[config.mk]
export PLATFORM = sky130hd
export DESIGN_NAME = ddr3_burst_arbiter
export DESIGN_NICKNAME = d
export VERILOG_FILES = /design/src/rtl/ddr3_burst_arbiter.sv
export SDC_FILE = /design/constraint.sdc
export NUM_CORES = 1
export LEC_CHECK = 0
export ABC_AREA = 1
export BUFFER_PORTS_ARGS = -buffer_cell sky130_fd_sc_hd__buf_2
export CORE_UTILIZATION = 45
export CTS_CLUSTER_SIZE = 24
export DETAILED_ROUTE_END_ITERATION = 8
export PLACE_DENSITY_LB_ADDON = 0.3
export SLEW_MARGIN = 20
export SYNTH_ARGS = -nofsm -noshare
export SYNTH_HDL_FRONTEND = slang
export SYNTH_SLANG_ARGS = --single-unit
[constraint.sdc]
create_clock -name ui_clk -period 2.9 [get_ports ui_clk]
set_clock_uncertainty 0.05 [all_clocks]
set_input_delay 0.435 -clock ui_clk [delete_from_list [all_inputs] [get_ports ui_clk]]
set_output_delay 0.435 -clock ui_clk [all_outputs]
set_load 0.02 [all_outputs]
[src/rtl/ddr3_burst_arbiter.sv]
`timescale 1ns/1ps
// ddr3_burst_arbiter: shares the MIG app interface between one write and one
// read burst requester. A grant runs a burst of app commands from a start
// address, counts returned read beats and pulses a done strobe at the end.
module ddr3_burst_arbiter #(
  parameter int ADDR_W    = 28,
  parameter int LEN_W     = 8,
  parameter int ADDR_STEP = 8
) (
  input  logic              ui_clk,
  input  logic              rst_n,
  input  logic              init_calib_complete,
  input  logic              wr_req,
  input  logic [ADDR_W-1:0] wr_addr,
  input  logic [LEN_W-1:0]  wr_len,
  output logic              wr_ack,
  output logic              wr_done,
  input  logic              rd_req,
  input  logic [ADDR_W-1:0] rd_addr,
  input  logic [LEN_W-1:0]  rd_len,
  input  logic              rd_urgent,
  output logic              rd_ack,
  output logic              rd_done,
  input  logic              app_rdy,
  input  logic              app_wdf_rdy,
  input  logic              app_rd_data_valid,
  output logic              app_en,
  output logic [2:0]        app_cmd,
  output logic [ADDR_W-1:0] app_addr,
  output logic              app_wdf_wren,
  output logic              app_wdf_end,
  output logic              rfifo_wren,
  output logic              busy
);

  localparam logic [2:0] CMD_WR = 3'b000;
  localparam logic [2:0] CMD_RD = 3'b001;

  typedef enum logic [2:0] {
    S_IDLE,
    S_WR_BURST,
    S_RD_BURST,
    S_RD_DRAIN,
    S_DONE
  } state_t;

  state_t            state_q;
  logic [ADDR_W-1:0] addr_q;
  logic [LEN_W-1:0]  len_q;
  logic [LEN_W-1:0]  cmd_cnt_q;
  logic [LEN_W:0]    beat_cnt_q;
  logic              last_rd_q;   // last served requester was the read side
  logic              is_rd_q;     // direction of the burst in flight
  logic              app_en_q;
  logic [2:0]        app_cmd_q;
  logic              wdf_q;
  logic              wr_done_q;
  logic              rd_done_q;

  logic              arb_ok;
  logic              grant_rd_c;
  logic              grant_wr_c;
  logic              wr_accept_c;
  logic              rd_accept_c;
  logic              last_cmd_c;
  logic              in_rd_c;
  logic [ADDR_W-1:0] addr_d;
  logic [LEN_W-1:0]  cmd_cnt_d;
  logic [LEN_W:0]    beat_d;
  logic              beats_done_c;

  // Arbitration and per-cycle datapath helpers
  always_comb begin
    arb_ok       = (state_q == S_IDLE) && init_calib_complete;
    // Urgent read first, then round-robin on a tie, then whoever is asking.
    grant_rd_c   = arb_ok && rd_req &&
                   (rd_urgent || !wr_req || !last_rd_q);
    grant_wr_c   = arb_ok && wr_req && !grant_rd_c;
    wr_accept_c  = app_rdy && app_wdf_rdy;
    rd_accept_c  = app_rdy;
    last_cmd_c   = (cmd_cnt_q == (len_q - LEN_W'(1)));
    in_rd_c      = (state_q == S_RD_BURST) || (state_q == S_RD_DRAIN);
    addr_d       = addr_q + ADDR_W'(ADDR_STEP);
    cmd_cnt_d    = cmd_cnt_q + LEN_W'(1);
    beat_d       = beat_cnt_q + (LEN_W+1)'(in_rd_c && app_rd_data_valid);
    beats_done_c = (beat_d == {1'b0, len_q});
  end

  // Burst sequencer: grant, issue commands, drain read beats, report done
  always_ff @(posedge ui_clk or negedge rst_n) begin
    if (!rst_n) begin
      state_q    <= S_IDLE;
      addr_q     <= '0;
      len_q      <= '0;
      cmd_cnt_q  <= '0;
      beat_cnt_q <= '0;
      last_rd_q  <= 1'b1;
      is_rd_q    <= 1'b0;
      app_en_q   <= 1'b0;
      app_cmd_q  <= CMD_WR;
      wdf_q      <= 1'b0;
      wr_done_q  <= 1'b0;
      rd_done_q  <= 1'b0;
    end else if (!init_calib_complete) begin
      // Calibration lost: abandon whatever was in flight without a done.
      state_q    <= S_IDLE;
      addr_q     <= '0;
      cmd_cnt_q  <= '0;
      beat_cnt_q <= '0;
      app_en_q   <= 1'b0;
      app_cmd_q  <= CMD_WR;
      wdf_q      <= 1'b0;
      wr_done_q  <= 1'b0;
      rd_done_q  <= 1'b0;
    end else begin
      wr_done_q <= 1'b0;
      rd_done_q <= 1'b0;
      case (state_q)
        S_IDLE: begin
          if (grant_wr_c) begin
            addr_q     <= wr_addr;
            len_q      <= wr_len;
            cmd_cnt_q  <= '0;
            beat_cnt_q <= '0;
            is_rd_q    <= 1'b0;
            app_cmd_q  <= CMD_WR;
            if (wr_len == '0) begin
              state_q   <= S_DONE;
              wr_done_q <= 1'b1;
            end else begin
              state_q  <= S_WR_BURST;
              app_en_q <= 1'b1;
              wdf_q    <= 1'b1;
            end
          end else if (grant_rd_c) begin
            addr_q     <= rd_addr;
            len_q      <= rd_len;
            cmd_cnt_q  <= '0;
            beat_cnt_q <= '0;
            is_rd_q    <= 1'b1;
            if (rd_len == '0) begin
              state_q   <= S_DONE;
              rd_done_q <= 1'b1;
            end else begin
              state_q   <= S_RD_BURST;
              app_en_q  <= 1'b1;
              app_cmd_q <= CMD_RD;
            end
          end
        end
        S_WR_BURST: begin
          if (wr_accept_c) begin
            addr_q    <= addr_d;
            cmd_cnt_q <= cmd_cnt_d;
            if (last_cmd_c) begin
              app_en_q  <= 1'b0;
              wdf_q     <= 1'b0;
              state_q   <= S_DONE;
              wr_done_q <= 1'b1;
            end
          end
        end
        S_RD_BURST: begin
          beat_cnt_q <= beat_d;
          if (rd_accept_c) begin
            addr_q    <= addr_d;
            cmd_cnt_q <= cmd_cnt_d;
            if (last_cmd_c) begin
              app_en_q  <= 1'b0;
              app_cmd_q <= CMD_WR;
              if (beats_done_c) begin
                state_q   <= S_DONE;
                rd_done_q <= 1'b1;
              end else begin
                state_q <= S_RD_DRAIN;
              end
            end
          end
        end
        S_RD_DRAIN: begin
          beat_cnt_q <= beat_d;
          if (beats_done_c) begin
            state_q   <= S_DONE;
            rd_done_q <= 1'b1;
          end
        end
        S_DONE: begin
          last_rd_q <= is_rd_q;
          state_q   <= S_IDLE;
        end
        default: state_q <= S_IDLE;
      endcase
    end
  end

  // Acks are same-cycle responses to the request; silenced while in reset.
  assign wr_ack       = grant_wr_c && rst_n;
  assign rd_ack       = grant_rd_c && rst_n;
  assign wr_done      = wr_done_q;
  assign rd_done      = rd_done_q;
  assign app_en       = app_en_q;
  assign app_cmd      = app_cmd_q;
  assign app_addr     = addr_q;
  assign app_wdf_wren = wdf_q;
  assign app_wdf_end  = wdf_q;
  assign rfifo_wren   = in_rd_c && app_rd_data_valid;
  assign busy         = (state_q != S_IDLE);

endmodule
==> results of run 1 <==
## path summary, 6_finish.rpt
kind | end | slack [ns]
max | state_q[1]$_DFFE_PN0P_ | 0.28
min | beat_cnt_q[5]$_DFFE_PN0P_ | 0.25
max reg2reg | state_q[1]$_DFFE_PN0P_ | 0.28
min reg2reg | app_wdf_end$_DFFE_PN0P_ | 0.44
max in group asynchronous | app_wdf_end$_DFFE_PN0P_ | 1.99
min in group ui_clk | len_q[4]$_DFFE_PN0P_ | 0.30
## placed cells by master (no fill, tap or decap), drive strengths merged, types with 2 or more instances in the layout
cell type,n
nor4,3
nand4,9
nor3b,3
a2bb2oi,2
a32o,2
xor2,8
dfrtp,62
o22ai,11
inv,87
ha,5
clkinv,6
o21ai,55
nor2,66
nand2,215
xnor2,6
nand3,85
clkbuf,12
conb,2
nor3,14
o211ai,12
buf,125
o31ai,4
a21oi,17
## worst max-delay path: cells and delay by family (launching register included)
kind	cells	cell delay (ns)
AOI/OAI and AO/OA	1	0.06
and+or+nand+nor	13	1.43
buffers and inverters	1	0.14
adders and majority gates	2	0.38
DFF	1	0.44
## metal layers
| layer | GRT usage, % | share of wire [%] | vias to the layer above | routed length [µm] |
|---|---|---|---|---|
| li1 | - | - | 2520 | - |
| met4 | 9.64 | 2.0 | 0 | 263 |
| met3 | 5.22 | 7.2 | 20 | 964 |
| met2 | 45.9 | 49 | 207 | 6580 |
| met1 | 32.6 | 42 | 2327 | 5570 |
| met5 | 0 | 0 | - | 0 |
## sequential cells by signal, indices dropped and copies added, names as in the netlist
register and count:
app_addr 28, beat_cnt_q 9, cmd_cnt_q 8, len_q 8, state_q 3, app_cmd 1
app_en 1, app_wdf_end 1, is_rd_q 1, last_rd_q 1, rd_done 1, wr_done 1
## power groups by stage
| stage | combinational, mW | sequential [mW] | clock, mW |
|---|---|---|---|
| final | 2.56 | 1.47 | 0.764 |
| after global routing | 2.86 | 1.51 | 0.819 |
| after CTS | 2.56 | 1.46 | 0.778 |
| after detailed placement | 2.54 | 1.48 | 0 |
| after global placement | 2.49 | 1.47 | 0 |
| after floorplan | 1.67 | 1.60 | 0 |
## layout make-up
type,count,share of cell area (%)
Inverter,90,6.17
Multi-Input combinational cell,526,46.8
Clock buffer,12,2.65
Timing Repair Buffer,125,11.7
Clock inverter,4,0.822
Sequential cell,63,28.8
Tap cell,133,3.04
## per-stage QoR
step	util, %	cell area [µm²]	total power, mW
final	55.8	5480	4.79
after global placement	53.8	5290	3.96
after global routing	55.8	5480	5.19
after CTS	55.8	5480	4.80
after floorplan	-	4600	3.27
after detailed placement	53.8	5290	4.02
## cell families after synthesis
| logic type | Yosys count | synth area share (%) |
|---|---|---|
| compound gates | 108 | 13.7 |
| other cells | 1 | 0.0815 |
| buf+inv | 110 | 10.1 |
| flops | 63 | 34.3 |
| xor+xnor | 14 | 2.67 |
| fa+ha+maj | 5 | 1.36 |
| simple gates | 397 | 37.7 |
==> results_dict.tcl, run 1 <==
set metrics [dict create \
    synth_area_leader_cell "dfrtp_1" \
    period_share_pct 90.2 \
    portBuffers 118 \
    grt_overflow 0 \
    rows 36 \
    switching_share_pct 49.5 \
    crit_chain "inv_2 > and3_1 > ha_1 > ha_1 > nand2_1 > nor2_2 > nand2_1 > nand2_1 > nand2_1 > nand2_1 > nand2_1 > nor2_1 > nand3_1 > nand2_1 > nand3_1 > nand2_1 > o21ai_1" \
    dp_hpwl_mm 10.3 \
    pin_count 121 \
    post-place-cells 937 \
    fillerInstances 994 \
    grt_max_degree 64 \
    synthToLayoutAreaGrowth_pct 19.1 \
    gp_congestion 0.989 \
    worstRegToRegCells 17 \
    cp_max_fo 6 \
    max_stage_delay_ns 0.44 \
    synth_area_leaders "dfrtp_1 (34%), nand2_1 (17%), nand3_1 (8.9%), inv_1 (6.1%), nor2_1 (4.9%)" \
    pwr-share-comb_pct 53.4 \
    drt-initial-drc-count 249 \
    track_usage_pct 26.4 \
    die_w_um 103 \
    clk_pin_slew_ns 0.07 \
    rsz0062_at_grt "false" \
    grt_antenna_before_repair 0 \
    ir_drop_mv 0.415 \
    nets 901 \
    fin_cells 953 \
    clockPowerShare_pct 16.0 \
    r2r-start "state_q[2]$_DFFE_PN0P_" \
    tightest_slew_ns 0.829 \
    p_leak_nw 2.77 \
    drive_gt1_share_pct 20.9 \
    via_count 5074 \
    post-cts-setup-buffers 0 \
    seq_power_share_pct 30.6 \
    die-area_um2 10600 \
    postRouteAntennaNets 0 \
    holdBufCountCts 0 \
    yosysTopAreaCellShare_pct 33.7 \
    synth_area_um2 4600 \
    viasPerCell 5.32 \
    slew_headroom_pct 44.7 \
    internal-power_mw 2.41 \
    firstDrtPassIters 6 \
    path_class "register to register" \
    cts_buffer_depth 2 \
    required_ns 3.07 \
    final-seq-area_um2 1580 \
    p_sw_mw 2.37 \
    ys_seq_area_share_pct 34.3 \
    root_buffer "clkbuf_8" \
    timing.critical_path.mode_cell "nand2_1" \
    die_h_um 103 \
    synth.most_common_cell "nand2_1" \
    slew_viol_final 0 \
    cellPowerDensity_nw_per_um2 874 \
    yosysWarnings 0 \
    wl_per_cell_um 14.0 \
    critPathLaunch "state_q[2]$_DFFE_PN0P_" \
    syn_avg_cell_area_um2 6.59 \
    max_freq_mhz 382 \
    outcome "finished, final reports clean" \
    tritoncts "done" \
    cts_sinks 63 \
    grt_pass1_vias 4699 \
    syn_inst 698 \
    synth_cell_types 42 \
    wirelength_mm 13.4 \
    finalSetupTns_ns 0 \
    hold_slack_ns 0.249 \
    cts_buffers 9 \
    ys_top_cells_by_count "nand2_1 (209), nand3_1 (82), inv_1 (75)" \
    n_antenna_cell 0 \
    cp.arrival_ns 2.79 \
    clock_latency_ns 0.34 \
    grt_pass1_wl_mm 21.7 \
    ys.flop_type "dfrtp_1" \
    synth_edf_count 0 \
    drc 0 \
    ys_ff_latch 63 \
    pre_cts_slack_ns 0.277 \
    cts_resized 0 \
    min_period_ns 2.62 \
    hold_violations 0 \
    fin_ws_ns 0.283 \
    cp-start-kind "register" \
    hp-class "input pin to async pin" \
    slowest_stage "dfrtp_1" \
    cp-end-kind "register" \
    drv_cap 0 \
    initial_utilization_pct 46.9 \
    setup_violations 0 \
    core_um2 9820 \
    multiInputGateArea_um2 2560 \
    async_reset_ff_share_pct 100 \
    ctsHtreeMaxLevel 3 \
]
Power figures use the tool's default switching activity.
==> run 2, diff against run 1 <==
ABC_AREA = not set   (was 1)
CORE_UTILIZATION = 40   (was 45)
PLACE_DENSITY = 0.61   (was not set)
PLACE_DENSITY_LB_ADDON = not set   (was 0.3)
==> run 2 against run 1 <==
Synthesized cell count shrank 20%. First-iteration DRC count increased by 38%. Sequential share of layout area is 0.20 points lower. Sequential power hardly changed. Routed wire length rose by 1.9%. Cell area up 0.71%. Synthesized area fell by 3.4%. Core utilization shrank 4.9 points. Register-to-register slack got worse by 0.12 ns. Global-route usage shrank 2.0 points. Total power rose by 6.9%. Critical endpoint is now app_wdf_end$_DFFE_PN0P_. Largest cell class unchanged.
==> results_dict.tcl, run 2 <==
set metrics [dict create \
    ys_seq_area_share_pct 35.5 \
    ys.flop_type "dfrtp_1" \
    pwr-share-comb_pct 56.1 \
    internal-power_mw 2.67 \
    nets 766 \
    hp-class "input pin to async pin" \
    max_stage_delay_ns 0.54 \
    syn_inst 559 \
    cp_max_fo 4 \
    synth_xor_xnor_area_share_pct 4.33 \
    fin_cells 825 \
    min_period_ns 2.74 \
    grt_antenna_before_repair 0 \
    cp-end-kind "register" \
    hold_violations 0 \
    synth_area_leaders "dfrtp_1 (35%), o21ai_0 (7.7%), nand2_1 (6.4%), nor2_1 (3.4%), a21oi_1 (3.2%)" \
    portBuffers 118 \
    cts_buffer_depth 2 \
    grt_pass1_vias 4438 \
    firstDrtPassIters 7 \
    max_freq_mhz 365 \
    synth_cell_types 62 \
    synth_area_um2 4450 \
    clock_latency_ns 0.35 \
    p_leak_nw 2.55 \
    final_core_util_pct 50.9 \
    grt_overflow 0 \
    tightest_slew_ns 0.761 \
    synthSimpleGateAreaFrac_pct 22.9 \
    outcome "finished, final reports clean" \
    track_usage_pct 24.5 \
    synthToLayoutAreaGrowth_pct 24.1 \
    drt-initial-drc-count 343 \
    wl_per_cell_um 16.5 \
    synth_edf_count 0 \
    slew_headroom_pct 49.1 \
    synth.most_common_cell "nand2_1" \
    rows 38 \
    layout_common_cells "buf_2 (118), nand2_1 (76), o21ai_0 (68)" \
    period_share_pct 94.4 \
    ys_ff_latch 63 \
    required_ns 3.08 \
    drv_cap 0 \
    ctsHtreeMaxLevel 3 \
    cellPowerDensity_nw_per_um2 928 \
    switching_share_pct 47.8 \
    async_reset_ff_share_pct 100 \
    largest_reg_flops 28 \
    fillerInstances 1064 \
    ir_drop_mv 0.565 \
    dp_hpwl_mm 10.1 \
    synth_adder_area_share_pct 1.41 \
    viasPerCell 5.79 \
    layout_commonest_cell "buf_2" \
    slew_viol_final 0 \
    gp_congestion 0.847 \
    worstRegToRegCells 7 \
    wirelength_mm 13.6 \
    place_area_um2 5310 \
    cp-start-kind "register" \
    n_antenna_cell 0 \
    ys_top_cells_by_count "nand2_1 (76), o21ai_0 (68), dfrtp_1 (62)" \
    finalSetupTns_ns 0 \
    p_sw_mw 2.45 \
    root_buffer "clkbuf_8" \
    cp.arrival_ns 2.92 \
    yosysTopAreaCellShare_pct 34.9 \
    yosysWarnings 0 \
    core_um2 10800 \
    synthMuxAreaShare_pct 2.31 \
    postRouteAntennaNets 0 \
    design_area_um2 5520 \
    seq_power_share_pct 28.7 \
    drc 0 \
    pin_count 121 \
    synth_top_family_by_area "compound AO/OA/AOI/OAI gates" \
    synth_compound_area_share_pct 27.9 \
    cts_buffers 9 \
    die_h_um 107 \
    cts_sinks 63 \
    rsz0062_at_grt "false" \
    clockPowerShare_pct 15.2 \
    tritoncts "done" \
    initial_utilization_pct 41.0 \
    crit_chain "or4_4 > o21a_1 > or4_4 > a2111oi_4 > buf_4 > a21boi_0 > o21a_1" \
    grt_max_degree 34 \
    synth_area_leader_cell "dfrtp_1" \
    die-area_um2 11500 \
    drive_gt1_share_pct 26.4 \
    grt_pass1_wl_mm 22.1 \
    path_class "register to register" \
    post-place-cells 809 \
    via_count 4778 \
    syn_avg_cell_area_um2 7.95 \
    slowest_stage "or4_4" \
    setup_violations 0 \
    clk_pin_slew_ns 0.08 \
    die_w_um 107 \
]
==> run 2: cell types whose count changed after synthesis, moves of 10 or more <==
cell / delta
xnor2_1: +10
inv_1: -52
nand3_1: -54
a31oi_1: +12
a21oi_1: +12
o21ai_0: +28
clkbuf_1: +25
nor2_1: -20
o21ai_1: -14
inv_2: -12
nand2_1: -133
==> run 2: path summary, 6_finish.rpt <==
| check | startpoint | end | slack (ns) |
|---|---|---|---|
| setup / recovery | len_q[0]$_DFFE_PN0P_ | app_wdf_end$_DFFE_PN0P_ | 0.16 |
| hold / removal | rst_n | cmd_cnt_q[3]$_DFFE_PN0P_ | 0.13 |
| setup reg to reg | len_q[0]$_DFFE_PN0P_ | app_wdf_end$_DFFE_PN0P_ | 0.16 |
| hold reg to reg | app_addr[27]$_DFFE_PN0P_ | app_addr[27]$_DFFE_PN0P_ | 0.46 |
| max in group asynchronous | rst_n | app_addr[25]$_DFFE_PN0P_ | 2.32 |
| min in group ui_clk | rd_len[0] | len_q[0]$_DFFE_PN0P_ | 0.30 |
==> run 2: metrics by stage <==
stage | hold WS [ns] | total power, mW | worst slack (ns)
final | 0.130 | 5.12 | 0.164
after global routing | 0.165 | 5.52 | 0.00509
after CTS | 0.133 | 5.13 | 0.157
after detailed placement | 0.452 | 4.34 | 0.152
after global placement | 0.440 | 4.28 | 0.211
after floorplan | 0.0894 | 3.37 | 0.0441
==> run 2: logic make-up after synthesis <==
| logic type | Yosys count |
|---|---|
| buffers and inverters | 60 |
| AO/OA/AOI/OAI | 185 |
| other | 1 |
| AND/OR/NAND/NOR | 213 |
| adder cells (fa/ha/maj) | 5 |
| flip-flops | 63 |
| XOR/XNOR | 22 |
| multiplexers | 10 |
==> run 2: final cells by class <==
class | count | area (µm²) | area share (%)
tap | 140 | 175 | 3.17
timing repair buffer | 146 | 801 | 14.5
sequential | 63 | 1580 | 28.6
clock buffer | 10 | 138 | 2.49
inverter | 23 | 86.3 | 1.56
multi-input combinational | 437 | 2680 | 48.6
clock inverter | 6 | 60.1 | 1.09
==> run 2: timing repair <==
action	CTS	global route
endpoints found under the setup margin	0	1
setup buffers	0	0
hold buffers	0	0
resized for setup	0	1
==> run 2: power groups by stage <==
| stage | combinational, mW | sequential, mW | clock [mW] |
|---|---|---|---|
| 3_3_place_gp | 2.82 | 1.47 | 0 |
| 6_report | 2.87 | 1.47 | 0.780 |
| 2_1_floorplan | 1.82 | 1.55 | 0 |
| 5_1_grt | 3.17 | 1.52 | 0.834 |
| 4_1_cts | 2.87 | 1.46 | 0.799 |
| 3_5_place_dp | 2.86 | 1.48 | 0 |
==> run 2: critical path: cells and delay by family, from the launching register on <==
family                 cells  cell delay [ns]
and+or+nand+nor            2             1.07
AOI/OAI and AO/OA          4             0.89
buffers and inverters      1             0.21
DFF                        1             0.40
==> run 2: metal layers <==
layer  vias to the layer above  global-route usage, %  routed length (µm)
met5                         -                      0                   0
met2                       164                   38.2                6230
met4                         0                   8.51                 332
li1                       2305                      -                   -
met3                        24                   5.45                 889
met1                      2285                   33.3                6180
